[src/rtl/wb_arbiter_pkg.sv]
// Shared types and constants for the write-back arbiter and its result FIFO.
// Load size encodings, default widths and the buffered long-latency entry.
package wb_arbiter_pkg;

    localparam int WB_ADDR_W = 6;
    localparam int WB_DATA_W = 32;

    typedef enum logic [1:0] {
        SZ_BYTE = 2'b00,
        SZ_HALF = 2'b01,
        SZ_WORD = 2'b10
    } wb_size_e;

    typedef struct packed {
        logic [WB_ADDR_W-1:0] addr;
        logic [WB_DATA_W-1:0] data;
    } wb_entry_t;

    // The top address bit marks a register outside the file; zero is the hardwired zero register.
    function automatic logic addr_is_illegal(input logic [WB_ADDR_W-1:0] addr);
        return addr[WB_ADDR_W-1];
    endfunction

    function automatic logic addr_is_writable(input logic [WB_ADDR_W-1:0] addr);
        return (addr != '0) && !addr[WB_ADDR_W-1];
    endfunction

endpackage

[src/rtl/wb_fifo.sv]
// Synchronous result FIFO for long-latency write-backs.
// Exposes its storage and read pointer so the owner can read the head and search entries.
module wb_fifo
    import wb_arbiter_pkg::*;
#(
    parameter int DEPTH = 4,
    localparam int PTR_W = $clog2(DEPTH),
    localparam int CNT_W = $clog2(DEPTH + 1)
) (
    input  logic             clk,
    input  logic             rst,
    input  logic             i_push,
    input  wb_entry_t        i_push_entry,
    input  logic             i_pop,
    output logic [CNT_W-1:0] o_count,
    output logic [PTR_W-1:0] o_rd_ptr,
    output wb_entry_t        o_entries [DEPTH]
);

    wb_entry_t        r_entries [DEPTH];
    logic [PTR_W-1:0] r_wr_ptr;
    logic [PTR_W-1:0] r_rd_ptr;
    logic [CNT_W-1:0] r_count;

    // Pointers wrap naturally because DEPTH is a power of two.
    always_ff @(posedge clk or posedge rst) begin
        if (rst) begin
            for (int i = 0; i < DEPTH; i++) begin
                r_entries[i] <= '0;
            end
            r_wr_ptr <= '0;
            r_rd_ptr <= '0;
            r_count  <= '0;
        end else begin
            if (i_push) begin
                r_entries[r_wr_ptr] <= i_push_entry;
                r_wr_ptr            <= r_wr_ptr + PTR_W'(1);
            end
            if (i_pop) begin
                r_rd_ptr <= r_rd_ptr + PTR_W'(1);
            end
            case ({i_push, i_pop})
                2'b10:   r_count <= r_count + CNT_W'(1);
                2'b01:   r_count <= r_count - CNT_W'(1);
                default: r_count <= r_count;
            endcase
        end
    end

    assign o_count   = r_count;
    assign o_rd_ptr  = r_rd_ptr;
    assign o_entries = r_entries;

endmodule

[src/rtl/wb_arbiter.sv]
// Write-back arbiter owning the register-file write port: pipeline results first, buffered
// long-latency results otherwise. Optional forwarding compare is built when WB_BYPASS_EN is defined.
module wb_arbiter
    import wb_arbiter_pkg::*;
#(
    parameter int FIFO_DEPTH = 4,
    parameter int DATA_W = WB_DATA_W,
    parameter int ADDR_W = WB_ADDR_W,
    localparam int CNT_W = $clog2(FIFO_DEPTH + 1)
) (
    input  logic              clk,
    input  logic              rst,
    input  logic              pipe_wb_valid,
    input  logic [ADDR_W-1:0] pipe_wb_addr,
    input  logic [DATA_W-1:0] pipe_wb_data,
    input  logic              pipe_wb_is_load,
    input  logic [1:0]        pipe_wb_size,
    input  logic              pipe_wb_signed,
    input  logic [1:0]        pipe_wb_byte_off,
    input  logic              lu_valid,
    output logic              lu_ready,
    input  logic [ADDR_W-1:0] lu_addr,
    input  logic [DATA_W-1:0] lu_data,
    output logic              write_reg,
    output logic [ADDR_W-1:0] dstreg_addr,
    output logic [DATA_W-1:0] dstreg_data,
    output logic [CNT_W-1:0]  fifo_count,
    output logic              err_addr
`ifdef WB_BYPASS_EN
    ,
    input  logic [ADDR_W-1:0] rd1_addr,
    input  logic [ADDR_W-1:0] rd2_addr,
    output logic              fwd1_hit,
    output logic              fwd2_hit,
    output logic [DATA_W-1:0] fwd1_data,
    output logic [DATA_W-1:0] fwd2_data
`endif
);

    localparam int PTR_W = $clog2(FIFO_DEPTH);

    logic              r_write_reg;
    logic [ADDR_W-1:0] r_dstreg_addr;
    logic [DATA_W-1:0] r_dstreg_data;
    logic              r_err_addr;

    logic              w_pipe_write;
    logic              w_pipe_illegal;
    logic              w_lu_fire;
    logic              w_lu_push;
    logic              w_lu_illegal;
    logic              w_pop;
    logic [DATA_W-1:0] w_aligned;
    logic [DATA_W-1:0] w_shifted;
    logic [15:0]       w_half;
    logic [CNT_W-1:0]  w_count;
    logic [PTR_W-1:0]  w_rd_ptr;
    wb_entry_t         w_entries [FIFO_DEPTH];
    wb_entry_t         w_head;
    wb_entry_t         w_push_entry;

    assign w_pipe_write   = pipe_wb_valid && addr_is_writable(pipe_wb_addr);
    assign w_pipe_illegal = pipe_wb_valid && addr_is_illegal(pipe_wb_addr);

    // A transfer to an unwritable register still completes the handshake; it just never enters the FIFO.
    assign lu_ready     = (w_count < CNT_W'(FIFO_DEPTH)) && !rst;
    assign w_lu_fire    = lu_valid && lu_ready;
    assign w_lu_push    = w_lu_fire && addr_is_writable(lu_addr);
    assign w_lu_illegal = w_lu_fire && addr_is_illegal(lu_addr);
    assign w_push_entry = '{addr: lu_addr, data: lu_data};

    assign w_pop  = !w_pipe_write && (w_count != '0);
    assign w_head = w_entries[w_rd_ptr];

    wb_fifo #(
        .DEPTH(FIFO_DEPTH)
    ) u_fifo (
        .clk         (clk),
        .rst         (rst),
        .i_push      (w_lu_push),
        .i_push_entry(w_push_entry),
        .i_pop       (w_pop),
        .o_count     (w_count),
        .o_rd_ptr    (w_rd_ptr),
        .o_entries   (w_entries)
    );

    assign w_shifted = pipe_wb_data >> {pipe_wb_byte_off, 3'b000};
    assign w_half    = pipe_wb_byte_off[1] ? pipe_wb_data[31:16] : pipe_wb_data[15:0];

    always_comb begin
        w_aligned = pipe_wb_data;
        if (pipe_wb_is_load) begin
            case (pipe_wb_size)
                SZ_BYTE: w_aligned = {{(DATA_W-8){pipe_wb_signed & w_shifted[7]}}, w_shifted[7:0]};
                SZ_HALF: w_aligned = {{(DATA_W-16){pipe_wb_signed & w_half[15]}}, w_half};
                default: w_aligned = pipe_wb_data;
            endcase
        end
    end

    // Address and data hold their last value when no write is issued; only the enable drops.
    always_ff @(posedge clk or posedge rst) begin
        if (rst) begin
            r_write_reg   <= 1'b0;
            r_dstreg_addr <= '0;
            r_dstreg_data <= '0;
        end else if (w_pipe_write) begin
            r_write_reg   <= 1'b1;
            r_dstreg_addr <= pipe_wb_addr;
            r_dstreg_data <= w_aligned;
        end else if (w_pop) begin
            r_write_reg   <= 1'b1;
            r_dstreg_addr <= w_head.addr;
            r_dstreg_data <= w_head.data;
        end else begin
            r_write_reg   <= 1'b0;
        end
    end

    always_ff @(posedge clk or posedge rst) begin
        if (rst) begin
            r_err_addr <= 1'b0;
        end else if (w_pipe_illegal || w_lu_illegal) begin
            r_err_addr <= 1'b1;
        end
    end

    assign write_reg   = r_write_reg;
    assign dstreg_addr = r_dstreg_addr;
    assign dstreg_data = r_dstreg_data;
    assign fifo_count  = w_count;
    assign err_addr    = r_err_addr;

`ifdef WB_BYPASS_EN
    logic [ADDR_W-1:0] w_rd_addr  [2];
    logic              w_fwd_hit  [2];
    logic [DATA_W-1:0] w_fwd_data [2];

    assign w_rd_addr[0] = rd1_addr;
    assign w_rd_addr[1] = rd2_addr;

    // Scan oldest to youngest so the youngest FIFO match overrides, and any FIFO match beats the output register.
    always_comb begin
        for (int p = 0; p < 2; p++) begin
            w_fwd_hit[p]  = 1'b0;
            w_fwd_data[p] = '0;
            if (w_rd_addr[p] != '0) begin
                if (r_write_reg && (r_dstreg_addr == w_rd_addr[p])) begin
                    w_fwd_hit[p]  = 1'b1;
                    w_fwd_data[p] = r_dstreg_data;
                end
                for (int i = 0; i < FIFO_DEPTH; i++) begin
                    if ((CNT_W'(i) < w_count) &&
                        (w_entries[w_rd_ptr + PTR_W'(i)].addr == w_rd_addr[p])) begin
                        w_fwd_hit[p]  = 1'b1;
                        w_fwd_data[p] = w_entries[w_rd_ptr + PTR_W'(i)].data;
                    end
                end
            end
        end
    end

    assign fwd1_hit  = w_fwd_hit[0];
    assign fwd2_hit  = w_fwd_hit[1];
    assign fwd1_data = w_fwd_data[0];
    assign fwd2_data = w_fwd_data[1];
`endif

endmodule

[config.mk]
export PLATFORM = sky130hd
export DESIGN_NAME = wb_arbiter
export DESIGN_NICKNAME = d
export VERILOG_FILES = /design/src/rtl/wb_arbiter_pkg.sv /design/src/rtl/wb_fifo.sv /design/src/rtl/wb_arbiter.sv
export SDC_FILE = /design/constraint.sdc
export NUM_CORES = 1
export LEC_CHECK = 0
export CORE_MARGIN = 2
export CORE_UTILIZATION = 34
export DETAILED_ROUTE_END_ITERATION = 16
export SYNTH_ARGS = -nofsm -noshare
export SYNTH_HDL_FRONTEND = slang
export SYNTH_SLANG_ARGS = --single-unit
[constraint.sdc]
create_clock -name clk -period 7.25 [get_ports clk]
set_input_delay 0.725 -clock clk [delete_from_list [all_inputs] [get_ports clk]]
set_output_delay 0.725 -clock clk [all_outputs]
set_load 0.02 [all_outputs]
# Word level (Yosys, flattened, before mapping)
# Index checks and enable logic that the tools add are counted.
# word_totals
ff_bits,199
word_cells,68
# classes
addsub,4
order_cmp,4
n_eq_ne,3
shifts,1
n_mux,16
n_bitwise,4
reduce_logical,21
# op_table
operator,count
$bwmux W152,1
$mux W38,3
$mux W32,3
$bmux W38 S2,1
$demux W38 S2,1
$pmux W32 S2,1
$shr A32 B5 Y8,1
$mux W16,1
$mux W6,2
$reduce_bool A6 Y1,2
$logic_and A1 B1 Y1,10
$ge A3 B3 Y1 const B,2
$not A2 Y3,2
$pmux W3 S2,1
$add A2 B1 Y2 const B,2
$eq A2 B1 Y1 const B,2
$logic_not A1 Y1,4
$reduce_bool A2 Y1,2
$add A3 B1 Y3 const B,1
$lt A3 B1 Y1 const B,1
$lt A3 B3 Y1 const B,1
$reduce_bool A3 Y1,1
$sub A3 B1 Y3 const B,1
$and A1 B1 Y1,2
4 further kinds,5

# Logic depth before layout (Yosys ltp)
# Gate-level depths: netlist (run 1).
# logic_depth
depth_word,7
mapped_depth,10

# Hierarchy
# From an unflattened synthesis (run 1), not the netlist that was laid out.
# hier_totals
hier_cells,700
area_unflattened_um2,9823.2
# modules_own_cells
mod,instances,cells_per_inst,area_per_inst_um2,seq_area_each_um2
wb_fifo,1,357,6396.1,3978.8
wb_arbiter,1,343,3427.0,1001.0

# Least setup slack after synthesis (run 1)
# OpenSTA, ideal clock, no wires.
# synth_timing
path_kind,input -> register
start,in pipe_wb_addr[1]
end,reg u_fifo.r_count[2] (netlist: u_fifo.o_count[2])
setup_ps,80
arrival_time_ps,2766
t_required_ps,7170
setup_slack_ps,4404
path_stages,10
path_buffers,1
cell_sequence,or4_1 > o21a_1 > clkbuf_1 > nor2_1 > ha_1 > inv_1 > fa_1 > xor2_1 > nor2_1 > xor2_1
# synth_via
elab_chain_len,7
# synth_lines
item,line,rtl
from (decl),wb_arbiter.sv:14,"input logic [ADDR_W-1:0] pipe_wb_addr,"
$reduce_bool A6 Y1 (*),wb_arbiter_pkg.sv:25,return (addr != '0) && !addr[WB_ADDR_W-1];
$logic_and A1 B1 Y1 (*),wb_arbiter_pkg.sv:25,
$logic_and A1 B1 Y1 (*),wb_arbiter.sv:62,assign w_pipe_write = pipe_wb_valid && addr_is_writable(pipe_wb_addr);
$logic_not A1 Y1 (*),wb_arbiter.sv:72,assign w_pop = !w_pipe_write && (w_count != '0);
$logic_and A1 B1 Y1 (*),wb_arbiter.sv:72,
net u_fifo.i_pop,wb_fifo.sv:14,"input logic i_pop,"
$eq A2 B1 Y1 / $eq A2 B2 Y1 (equally long branches),wb_fifo.sv:42,"case ({i_push, i_pop})"
$pmux W3 S2 / $reduce_bool A2 Y1 (equally long branches),-,
to (signal assigned),wb_fifo.sv:43,2'b10: r_count <= r_count + CNT_W'(1);
to (signal assigned),wb_fifo.sv:44,2'b01: r_count <= r_count - CNT_W'(1);
to (signal assigned),wb_fifo.sv:45,default: r_count <= r_count;
to (decl),wb_fifo.sv:23,logic [CNT_W-1:0] r_count;
# The timed path passes the listed nets; every way through them passes the cells marked *.
# A chain may end at the register's enable or synchronous reset.

# Final worst setup path (run 1)
# Same ends and word-level chain as after synthesis.

==> impl_metrics.csv, run 1 <==
group,metric,value,unit
floorplan,die_x,172,um
grt,grt_pass1_vias,6369,
finish,layout.nets,879,
placed_design,place_congestion,0.782,
worst_setup_path,rr_worst_depth,5,
worst_hold_path,hp-class,"register to register",
clock_tree,htreeDepth,4,
worst_hold_path,worst_hold_startpoint,"u_fifo.o_entries[37]",
logic_synthesis,synth-xor-area-share,0.549,%
power_and_ir_drop,p_per_area,401,mW/mm^2
logic_synthesis,synth_compound_area_share,7.46,%
clock_tree,cts_tree,"built",
sta,drv_slew,0,
sta,fmax,325,MHz
outcome,status,"finished clean",
grt,grt_remaining_overflow,0,
worst_setup_path,r2r_end,"u_fifo.o_entries[129]",
grt,grt_usage,17.3,%
sta,setup_tns,0,ps
logic_synthesis,avgSynthCellArea,14.2,um^2
worst_setup_path,arrival,3440,ps
logic_synthesis,synth-simple-area-share,4.39,%
worst_setup_path,critPathRequiredTime,7610,ps
finish,largest_register_ffs,152,
worst_setup_path,path_class,"input pin to register",
worst_setup_path,timing.critical_path.buf_inv,3,
floorplan,num_io_pins,130,
worst_setup_path,r2r-start,"u_fifo.o_count[2]",
logic_synthesis,synthAdderAreaFrac,0.862,%
worst_setup_path,path_delay_family,"simple AND/OR/NAND/NOR gates",
detailed_routing,drc,0,
sta,fin_crit_sh,42.5,%
sta,slew_headroom,27.3,%
logic_synthesis,ys_types,45,
logic_synthesis,synth_top_family_by_area,"multiplexers",
floorplan,dieArea,0.0295,mm^2
job,max-cap-violations,0,
worst_setup_path,cp.depth,11,
clock_tree,clk_pin_slew,80,ps
clock_tree,clkLatencyLatePin,430,ps
power_and_ir_drop,p_leak,5.30,nW
detailed_routing,vias,6049,
power_and_ir_drop,power,0.00469,W
worst_setup_path,r2r_slack,4570,ps
detailed_routing,vias_per_cell,5.13,
clock_tree,cts_buffers,17,
finish,area_growth,22.3,%
worst_setup_path,end_kind,"register",
worst_setup_path,worstPathCellList,"clkdlybuf4s50_1 -> or4_1 -> o21a_1 -> buf_4 -> nor2_1 -> ha_1 -> inv_1 -> fa_1 -> xor2_1 -> nor2_1 -> xor2_1",
sta,finalHoldViolCount,0,
logic_synthesis,yosys_warnings,0,
floorplan,die_y,172,um
clock_tree,cts_root_buffer,"clkbuf_16",
logic_synthesis,async_flop_share,100,%
worst_setup_path,cp-startpoint,"pipe_wb_addr[1]",
floorplan,initial_utilization,34.5,%
floorplan,coreArea,0.0278,mm^2
logic_synthesis,yosysSeqAreaShare,52.0,%
worst_setup_path,crit_fanout,44,
logic_synthesis,synth_edf_count,0,
sta,rsz0062_at_grt,"no",
worst_setup_path,cp_slowest_cell,"or4_1",
logic_synthesis,synthesis.nets,768,
logic_synthesis,synth_seq_cells,199,
detailed_routing,dr.pass1.iters,4,
sta,worst_slew_pin_slew,1090,ps
worst_hold_path,min_path_cells,1,
sta,fin_skew,12.2,ps
grt,grt_pass1_wl,38.4,mm
clock_tree,cts_num_sinks,199,
clock_tree,hold_buffers,0,
detailed_routing,route.final.wire_length,24.5,mm
finish,fillers,2590,
logic_synthesis,synthMuxAreaShare,31.3,%
detailed_routing,avgRoutedWirePerCell,20.7,um
finish,drive_gt1_share,30.4,%
floorplan,num_rows,61,
worst_setup_path,slowest_delay,560,ps
detailed_routing,drt-initial-drc-count,413,
sta,min_period,3080,ps
clock_tree,clock_path_buffers,2,
sta,setup_violations,0,
grt,grt_max_degree,124,
placed_design,portBuffers,129,
logic_synthesis,synthCells,676,
logic_synthesis,synth_flop_cell,"dfrtp_1",
worst_setup_path,start_kind,"input pin",
grt,antenna_found_initial,3,
placed_design,dp_hpwl,15.9,mm
clock_tree,cts.repair.resized,0,
detailed_routing,antenna_left,0,
logic_synthesis,netlist_area,0.00958,mm^2
worst_hold_path,min_to,"u_fifo.o_entries[37]",
power_and_ir_drop,ir_worst_vdd,0.211,mV
clock_tree,cts_setup_buffers,0,
[worst max path at each step]
| stage | endpoint | slack, ps |
|---|---|---|
| 3_3_place_gp | u_fifo.o_entries[135] | 3740 |
| 2_1_floorplan | dstreg_addr[0] | 1100 |
| 3_5_place_dp | u_fifo.o_count[2] | 3710 |
| 4_1_cts | u_fifo.o_count[2] | 4160 |
| 5_1_grt | u_fifo.o_count[2] | 3990 |
| 6_report | u_fifo.o_count[2] | 4170 |
[metal layers]
layer	up-vias	part of all wire, %	GRT usage (%)	wire length (um)
met2	152	45	25.9	10900
met3	18	6.3	4.23	1530
li1	2720	-	-	-
met4	2	0.78	3.36	191
met1	3157	48	25.6	11800
met5	-	0.053	0	13
[final cells by class]
| cell class | instances | area, um^2 | share of cell area (%) |
|---|---|---|---|
| antenna | 2 | 5.00 | 0.0427 |
| clock buffer | 21 | 460 | 3.93 |
| timing repair buffer | 141 | 1380 | 11.8 |
| tap | 378 | 473 | 4.04 |
| inverter | 10 | 45.0 | 0.385 |
| clock inverter | 11 | 90.1 | 0.769 |
| sequential | 199 | 4980 | 42.5 |
| multi-input combinational | 418 | 4280 | 36.5 |
[power breakdown]
| group | internal [W] | switching [W] | leakage, nW |
|---|---|---|---|
| Clock | 0.000464 | 0.000435 | 0.265 |
| Combinational | 0.00109 | 0.000795 | 2.53 |
| Sequential | 0.00161 | 0.000301 | 2.51 |
[per-stage QoR]
| stage | worst slack, ps | hold slack (ps) | cell area, um^2 | utilization, % | std cells |
|---|---|---|---|---|---|
| global route | 3990 | 507 | 11700 | 42.1 | 1178 |
| floorplan | 1100 | 448 | 9580 | - | 676 |
| global placement | 3740 | 466 | 11200 | 40.2 | 1146 |
| CTS | 4160 | 487 | 11700 | 42.1 | 1178 |
| finish | 4170 | 483 | 11700 | 42.2 | 1180 |
| detailed placement | 3710 | 468 | 11200 | 40.2 | 1146 |
[cell usage in the layout (no fill, tap or decap), types with 4 or more instances in the layout]
cell and instances:
inv_6 4, clkbuf_16 17, o32ai_1 7, a22oi_1 30
mux2_2 72, clkdlybuf4s50_1 129, and2_1 4, nor2_1 24
o221ai_1 8, mux4_2 39, inv_1 8, mux2i_1 17
clkinv_4 4, dfrtp_1 197, a21oi_1 32, nand2_1 48
buf_4 12, o21ai_0 19, nand2_2 4, mux2_4 76
ha_1 5
[cell families after synthesis]
family | Yosys count
AOI/OAI and AO/OA | 107
xor gates and xnor gates | 6
adders and majority gates | 6
buffers and inverters | 59
DFF | 199
muxes | 204
and+or+nand+nor | 95
[synthesized netlist by cell type, types with 4 or more instances]
library cell / count / share of area [%]
inv_1: 9 / 0.35
nand2_2: 4 / 0.26
mux4_2: 39 / 9.2
nand2_1: 48 / 1.9
a22oi_1: 30 / 2.4
o221ai_1: 8 / 0.73
clkbuf_1: 22 / 0.86
ha_1: 5 / 0.65
and2_1: 4 / 0.26
mux2_2: 72 / 8.5
o21ai_0: 19 / 0.99
a21oi_1: 32 / 1.7
buf_6: 12 / 1.4
dfrtp_1: 199 / 52
mux2_4: 76 / 12
buf_2: 12 / 0.63
o32ai_1: 7 / 0.64
mux2i_1: 17 / 1.8
nor2_1: 24 / 0.94
Power figures use the tool's default switching activity.
==> run 2: changes to the inputs <==
==> constraint.sdc (replaced) <==
create_clock -name clk -period 3.08 [get_ports clk]
set_input_delay 0.308 -clock clk [delete_from_list [all_inputs] [get_ports clk]]
set_output_delay 0.308 -clock clk [all_outputs]
set_load 0.02 [all_outputs]
==> run 2 against run 1 <==
Compared with the run above:
- total power increased by 140%
- sequential share of layout area shrank 0.67 points
- die area unchanged
- design area increased by 1.6%
- clock skew down 1.3 ps
- cell count rose by 0.68%
- clock-buffer cell count decreased by 3
- global-route usage is 0.17 points higher
- critical path type unchanged
- largest power group unchanged
==> impl_metrics.csv, run 2 (synthesis results as in run 1) <==
group,metric,value,unit
power_and_ir_drop,p_per_area,943,mW/mm^2
worst_setup_path,path_delay_family,"simple AND/OR/NAND/NOR gates",
power_and_ir_drop,combPwrFrac,40.1,%
worst_setup_path,worstPathCellList,"clkdlybuf4s50_1 -> or4_1 -> o21a_1 -> nor2_1 -> ha_1 -> inv_1 -> fa_1 -> xor2_1 -> nor2_1 -> xor2_1",
detailed_routing,highest_layer,"met5",
detailed_routing,wl_met1,12.0,mm
job,max-cap-violations,0,
worst_hold_path,hp-class,"input pin to asynchronous set/reset pin",
floorplan,die_x,172,um
floorplan,initial_utilization,34.5,%
worst_setup_path,r2r_slack,720,ps
sta,slew_headroom,48.4,%
clock_tree,cts.repair.resized,0,
detailed_routing,wl_met3,1.24,mm
detailed_routing,met2_length,11.2,mm
placed_design,dp_hpwl,16.6,mm
sta,rsz0062_at_grt,"no",
worst_setup_path,cp_slowest_cell,"or4_1",
finish,largest_register_ffs,152,
clock_tree,cts_root_buffer,"clkbuf_16",
sta,fmax,419,MHz
sta,fin_crit_sh,77.4,%
sta,min_period,2380,ps
floorplan,coreArea,0.0278,mm^2
finish,utilization,42.8,%
power_and_ir_drop,switching_power,0.00365,W
sta,fin_skew,10.9,ps
worst_setup_path,end_kind,"register",
worst_setup_path,r2r-start,"u_fifo.o_count[2]",
clock_tree,cts_tree,"built",
clock_tree,cts_setup_buffers,0,
worst_setup_path,arrival,2740,ps
grt,grt_max_degree,69,
worst_setup_path,path_class,"input pin to register",
clock_tree,clk_pin_slew,80,ps
finish,layout.nets,888,
detailed_routing,antenna_left,0,
sta,setup_tns,0,ps
power_and_ir_drop,ir_worst_vdd,0.435,mV
finish,final_cell_mix,"dfrtp_1, clkdlybuf4s50_1, mux2_4",
detailed_routing,dr.pass1.iters,4,
floorplan,num_io_pins,130,
power_and_ir_drop,p_leak,5.39,nW
sta,drv_slew,0,
detailed_routing,drt-initial-drc-count,496,
clock_tree,cts_num_sinks,199,
sta,worst_slew_pin_slew,775,ps
finish,fillers,2580,
grt,grt_pass1_wl,38.5,mm
detailed_routing,drc,0,
power_and_ir_drop,clkPwrFrac,19.7,%
grt,antenna_found_initial,3,
grt,grt_remaining_overflow,0,
placed_design,place_ws,248,ps
clock_tree,clkLatencyLatePin,430,ps
clock_tree,htreeDepth,4,
power_and_ir_drop,intPower,0.00757,W
placed_design,place_congestion,0.817,
floorplan,dieArea,0.0295,mm^2
floorplan,num_rows,61,
placed_design,portBuffers,129,
worst_setup_path,rr_worst_depth,9,
worst_setup_path,slowest_delay,590,ps
detailed_routing,vias,6026,
finish,multi_input_area,0.00428,mm^2
floorplan,die_y,172,um
detailed_routing,vias_per_cell,5.07,
sta,fin_ws,696,ps
clock_tree,cts_buffers,17,
worst_setup_path,start_kind,"input pin",
worst_setup_path,crit_fanout,2,
outcome,status,"finished clean",
clock_tree,clock_path_buffers,2,
grt,grt_usage,17.5,%
worst_setup_path,timing.critical_path.buf_inv,2,
finish,ff_latch_area,0.00498,mm^2
grt,grt_pass1_vias,6320,
worst_setup_path,r2r_end,"u_fifo.o_count[2]",
finish,layout_commonest_cell,"dfrtp_1",
finish,area_growth,24.3,%
sta,finalHoldViolCount,0,
sta,setup_violations,0,
detailed_routing,route.final.wire_length,24.7,mm
finish,drive_gt1_share,31.4,%
power_and_ir_drop,p_seq_share,40.2,%
clock_tree,hold_buffers,0,
detailed_routing,avgRoutedWirePerCell,20.8,um
power_and_ir_drop,swShare,32.5,%
worst_setup_path,critPathRequiredTime,3440,ps
[run 2: power groups by stage]
stage                     combinational, W  clock (W)  sequential, W
after floorplan                    0.00289          0        0.00460
after global placement             0.00446          0        0.00453
after detailed placement           0.00454          0        0.00455
after CTS                          0.00455    0.00227        0.00451
after global routing               0.00486    0.00239        0.00466
final                              0.00450    0.00221        0.00451
[run 2: per-layer routing]
metal  vias to the layer above  GRT usage, %
met4                         4          3.98
met3                        16          3.91
met1                      3137          25.6
met5                         -             0
met2                       147          26.4
li1                       2722             -
[run 2: cell type report]
| cell class | instances | share of cell area (%) |
|---|---|---|
| clock buffer | 18 | 3.69 |
| multi-input combinational | 418 | 35.9 |
| timing repair buffer | 150 | 13.0 |
| sequential | 199 | 41.9 |
| antenna | 1 | 0.0210 |
| clock inverter | 14 | 1.16 |
| inverter | 10 | 0.347 |
| tap | 378 | 3.97 |
[run 2: worst register-to-register path, stage by stage (launching register included)]
cell and delay, ps:
dfrtp_1 460, or3b_4 460, a211oi_4 420, inv_1 100, ha_1 220, inv_1 70, fa_1 170, xor2_1 150
nor2_1 60, xor2_1 140
[run 2: metrics by stage]
stage / hold slack, ps / cells / total power (W) / area [um^2]
after detailed placement: 470 / 1155 / 0.00909 / 11300
after global placement: 468 / 1155 / 0.00899 / 11300
after CTS: 281 / 1187 / 0.0113 / 11900
final: 277 / 1188 / 0.0112 / 11900
after floorplan: 431 / 676 / 0.00749 / 9580
after global routing: 304 / 1187 / 0.0119 / 11900
[run 2: worst max-delay path by stage]
stage                            from                end  cells past startpoint
floorplan                         rst     dstreg_addr[0]                      1
global placement      pipe_wb_addr[1]  u_fifo.o_count[2]                     10
detailed placement    pipe_wb_addr[1]  u_fifo.o_count[2]                     10
CTS                   pipe_wb_addr[1]  u_fifo.o_count[2]                     10
global route        u_fifo.o_count[2]  u_fifo.o_count[2]                      9
finish                pipe_wb_addr[1]  u_fifo.o_count[2]                     10
==> run 3: changes to the inputs <==
==> constraint.sdc (replaced) <==
create_clock -name clk -period 2.4 [get_ports clk]
set_input_delay 0.24 -clock clk [delete_from_list [all_inputs] [get_ports clk]]
set_output_delay 0.24 -clock clk [all_outputs]
set_load 0.02 [all_outputs]
==> run 3 against run 2 <==
Compared with the run above:
- register-to-register slack lost 260 ps
- clock power grew 28%
- sequential share of layout area shrank 0.92 points
- cell count grew 1.9%
- critical path type unchanged
- largest power group is now combinational cells
==> impl_metrics.csv, run 3 (synthesis results as in run 1) <==
group,metric,value,unit
detailed_routing,vias_per_cell,5.08,
power_and_ir_drop,p_per_area,1200,mW/mm^2
sta,worst_slew_pin_slew,493,ps
sta,fin_crit_sh,92.2,%
grt,grt_max_degree,67,
floorplan,coreArea,0.0278,mm^2
detailed_routing,antenna_left,0,
detailed_routing,route.final.wire_length,25.1,mm
grt,grt_pass1_wl,38.8,mm
worst_hold_path,hp-class,"input pin to asynchronous set/reset pin",
finish,drive_gt1_share,33.4,%
clock_tree,cts_root_buffer,"clkbuf_16",
grt,antenna_found_initial,0,
power_and_ir_drop,combPwrFrac,40.8,%
finish,layout.nets,911,
floorplan,initial_utilization,34.5,%
floorplan,num_rows,61,
clock_tree,clock_path_buffers,2,
placed_design,place_ws,-312,ps
placed_design,dpl_cell_area,0.0116,mm^2
sta,fin_skew,10.8,ps
power_and_ir_drop,switching_power,0.00485,W
placed_design,dp_hpwl,17.5,mm
worst_setup_path,crit_fanout,2,
floorplan,die_y,172,um
sta,fin_ws,186,ps
clock_tree,cts_num_sinks,199,
finish,largest_register_ffs,152,
power_and_ir_drop,ir_worst_vdd,0.551,mV
clock_tree,clkLatencyLatePin,450,ps
power_and_ir_drop,clkPwrFrac,19.4,%
floorplan,die_x,172,um
sta,drv_slew,0,
worst_setup_path,r2r-start,"u_fifo.o_count[2]",
finish,layout_commonest_cell,"dfrtp_1",
worst_setup_path,critPathRequiredTime,2770,ps
placed_design,portBuffers,129,
clock_tree,cts_setup_buffers,0,
sta,slew_headroom,67.1,%
sta,fmax,452,MHz
worst_setup_path,rr_worst_depth,6,
clock_tree,htreeDepth,4,
sta,finalHoldViolCount,0,
finish,utilization,43.8,%
power_and_ir_drop,intPower,0.00974,W
worst_setup_path,r2r_slack,460,ps
placed_design,place_congestion,0.807,
floorplan,dieArea,0.0295,mm^2
detailed_routing,vias,6150,
floorplan,num_io_pins,130,
worst_setup_path,path_class,"input pin to register",
finish,fillers,2560,
grt,grt_pass1_vias,6411,
finish,fin_area,0.0122,mm^2
sta,rsz0062_at_grt,"no",
detailed_routing,drt-initial-drc-count,473,
power_and_ir_drop,p_seq_share,39.8,%
grt,grt_remaining_overflow,0,
clock_tree,clk_pin_slew,80,ps
sta,setup_violations,0,
worst_setup_path,end_kind,"register",
worst_setup_path,arrival,2580,ps
finish,area_growth,27.0,%
grt,grt_usage,17.7,%
clock_tree,cts_buffers,17,
sta,min_period,2210,ps
sta,fin_worst_hold_slack,244,ps
worst_setup_path,start_kind,"input pin",
power_and_ir_drop,swShare,33.2,%
power_and_ir_drop,p_leak,5.56,nW
clock_tree,cts_tree,"built",
detailed_routing,drc,0,
worst_setup_path,r2r_end,"u_fifo.o_entries[42]",
finish,final_cell_mix,"dfrtp_1, clkdlybuf4s50_1, mux2_4",
detailed_routing,dr.pass1.iters,4,
outcome,status,"finished clean",
job,max-cap-violations,0,
detailed_routing,avgRoutedWirePerCell,20.7,um
[run 3: cell types whose count changed in the layout (fill, tap and decap cells not counted), moves of 2 or more]
cell,before,now
buf_12,8,15
buf_4,13,29
clkinv_4,0,3
clkinv_8,0,2
clkinvlp_4,6,1
inv_8,3,6
[run 3: per-layer routing]
layer  vias up  part of all wire, %  GRT usage [%]
met5         -                    0              0
met4         0                  1.1           4.09
met3        20                  6.6           4.19
met2       157                   46           27.7
met1      3192                   46           25.0
li1       2781                    -              -
[run 3: area by class of cell]
class / instances / area [um^2] / share of cell area (%)
Clock inverter: 15 / 154 / 1.26
Antenna cell: 1 / 2.50 / 0.0206
Multi-Input combinational cell: 418 / 4280 / 35.2
Inverter: 10 / 41.3 / 0.339
Clock buffer: 17 / 425 / 3.50
Tap cell: 378 / 473 / 3.89
Sequential cell: 199 / 4980 / 41.0
Timing Repair Buffer: 173 / 1810 / 14.9
[run 3: critical path: stages]
cell,delay [ps]
clkdlybuf4s50_1,420
or4_4,560
o21a_1,200
nor2_1,150
ha_1,180
inv_1,60
fa_1,370
xor2_1,150
nor2_1,110
xor2_1,140
[run 3: repair_timing]
action / 4_1_cts / 5_1_grt
hold buffers: 0 / 0
endpoints found under the setup margin: 0 / 1
resized for setup: 0 / 1
[run 3: worst max path at each step]
stage	from	to	slack, ps	cells after the start
finish	pipe_wb_addr[1]	u_fifo.o_count[2]	190	10
CTS	pipe_wb_addr[1]	u_fifo.o_count[2]	150	10
detailed placement	pipe_wb_addr[1]	u_fifo.o_count[2]	-310	10
floorplan	rst	dstreg_addr[0]	-410	1
global placement	pipe_wb_addr[1]	u_fifo.o_count[2]	-300	10
global route	pipe_wb_addr[1]	u_fifo.o_count[2]	50	10
[run 3: stage by stage]
stage / instances / TNS (ps) / total power [W]
6_report: 1211 / 0 / 0.0146
5_1_grt: 1210 / 0 / 0.0154
4_1_cts: 1210 / 0 / 0.0147
3_5_place_dp: 1178 / -426 / 0.0118
3_3_place_gp: 1178 / -396 / 0.0117
2_1_floorplan: 676 / -82460 / 0.00961
[run 3: power by group through the flow]
stage                     combinational, W  clock, W  sequential (W)
after floorplan                    0.00371         0         0.00590
after global placement             0.00588         0         0.00583
after detailed placement           0.00600         0         0.00585
after CTS                          0.00601   0.00291         0.00581
after global routing               0.00639   0.00305         0.00600
final                              0.00595   0.00283         0.00581
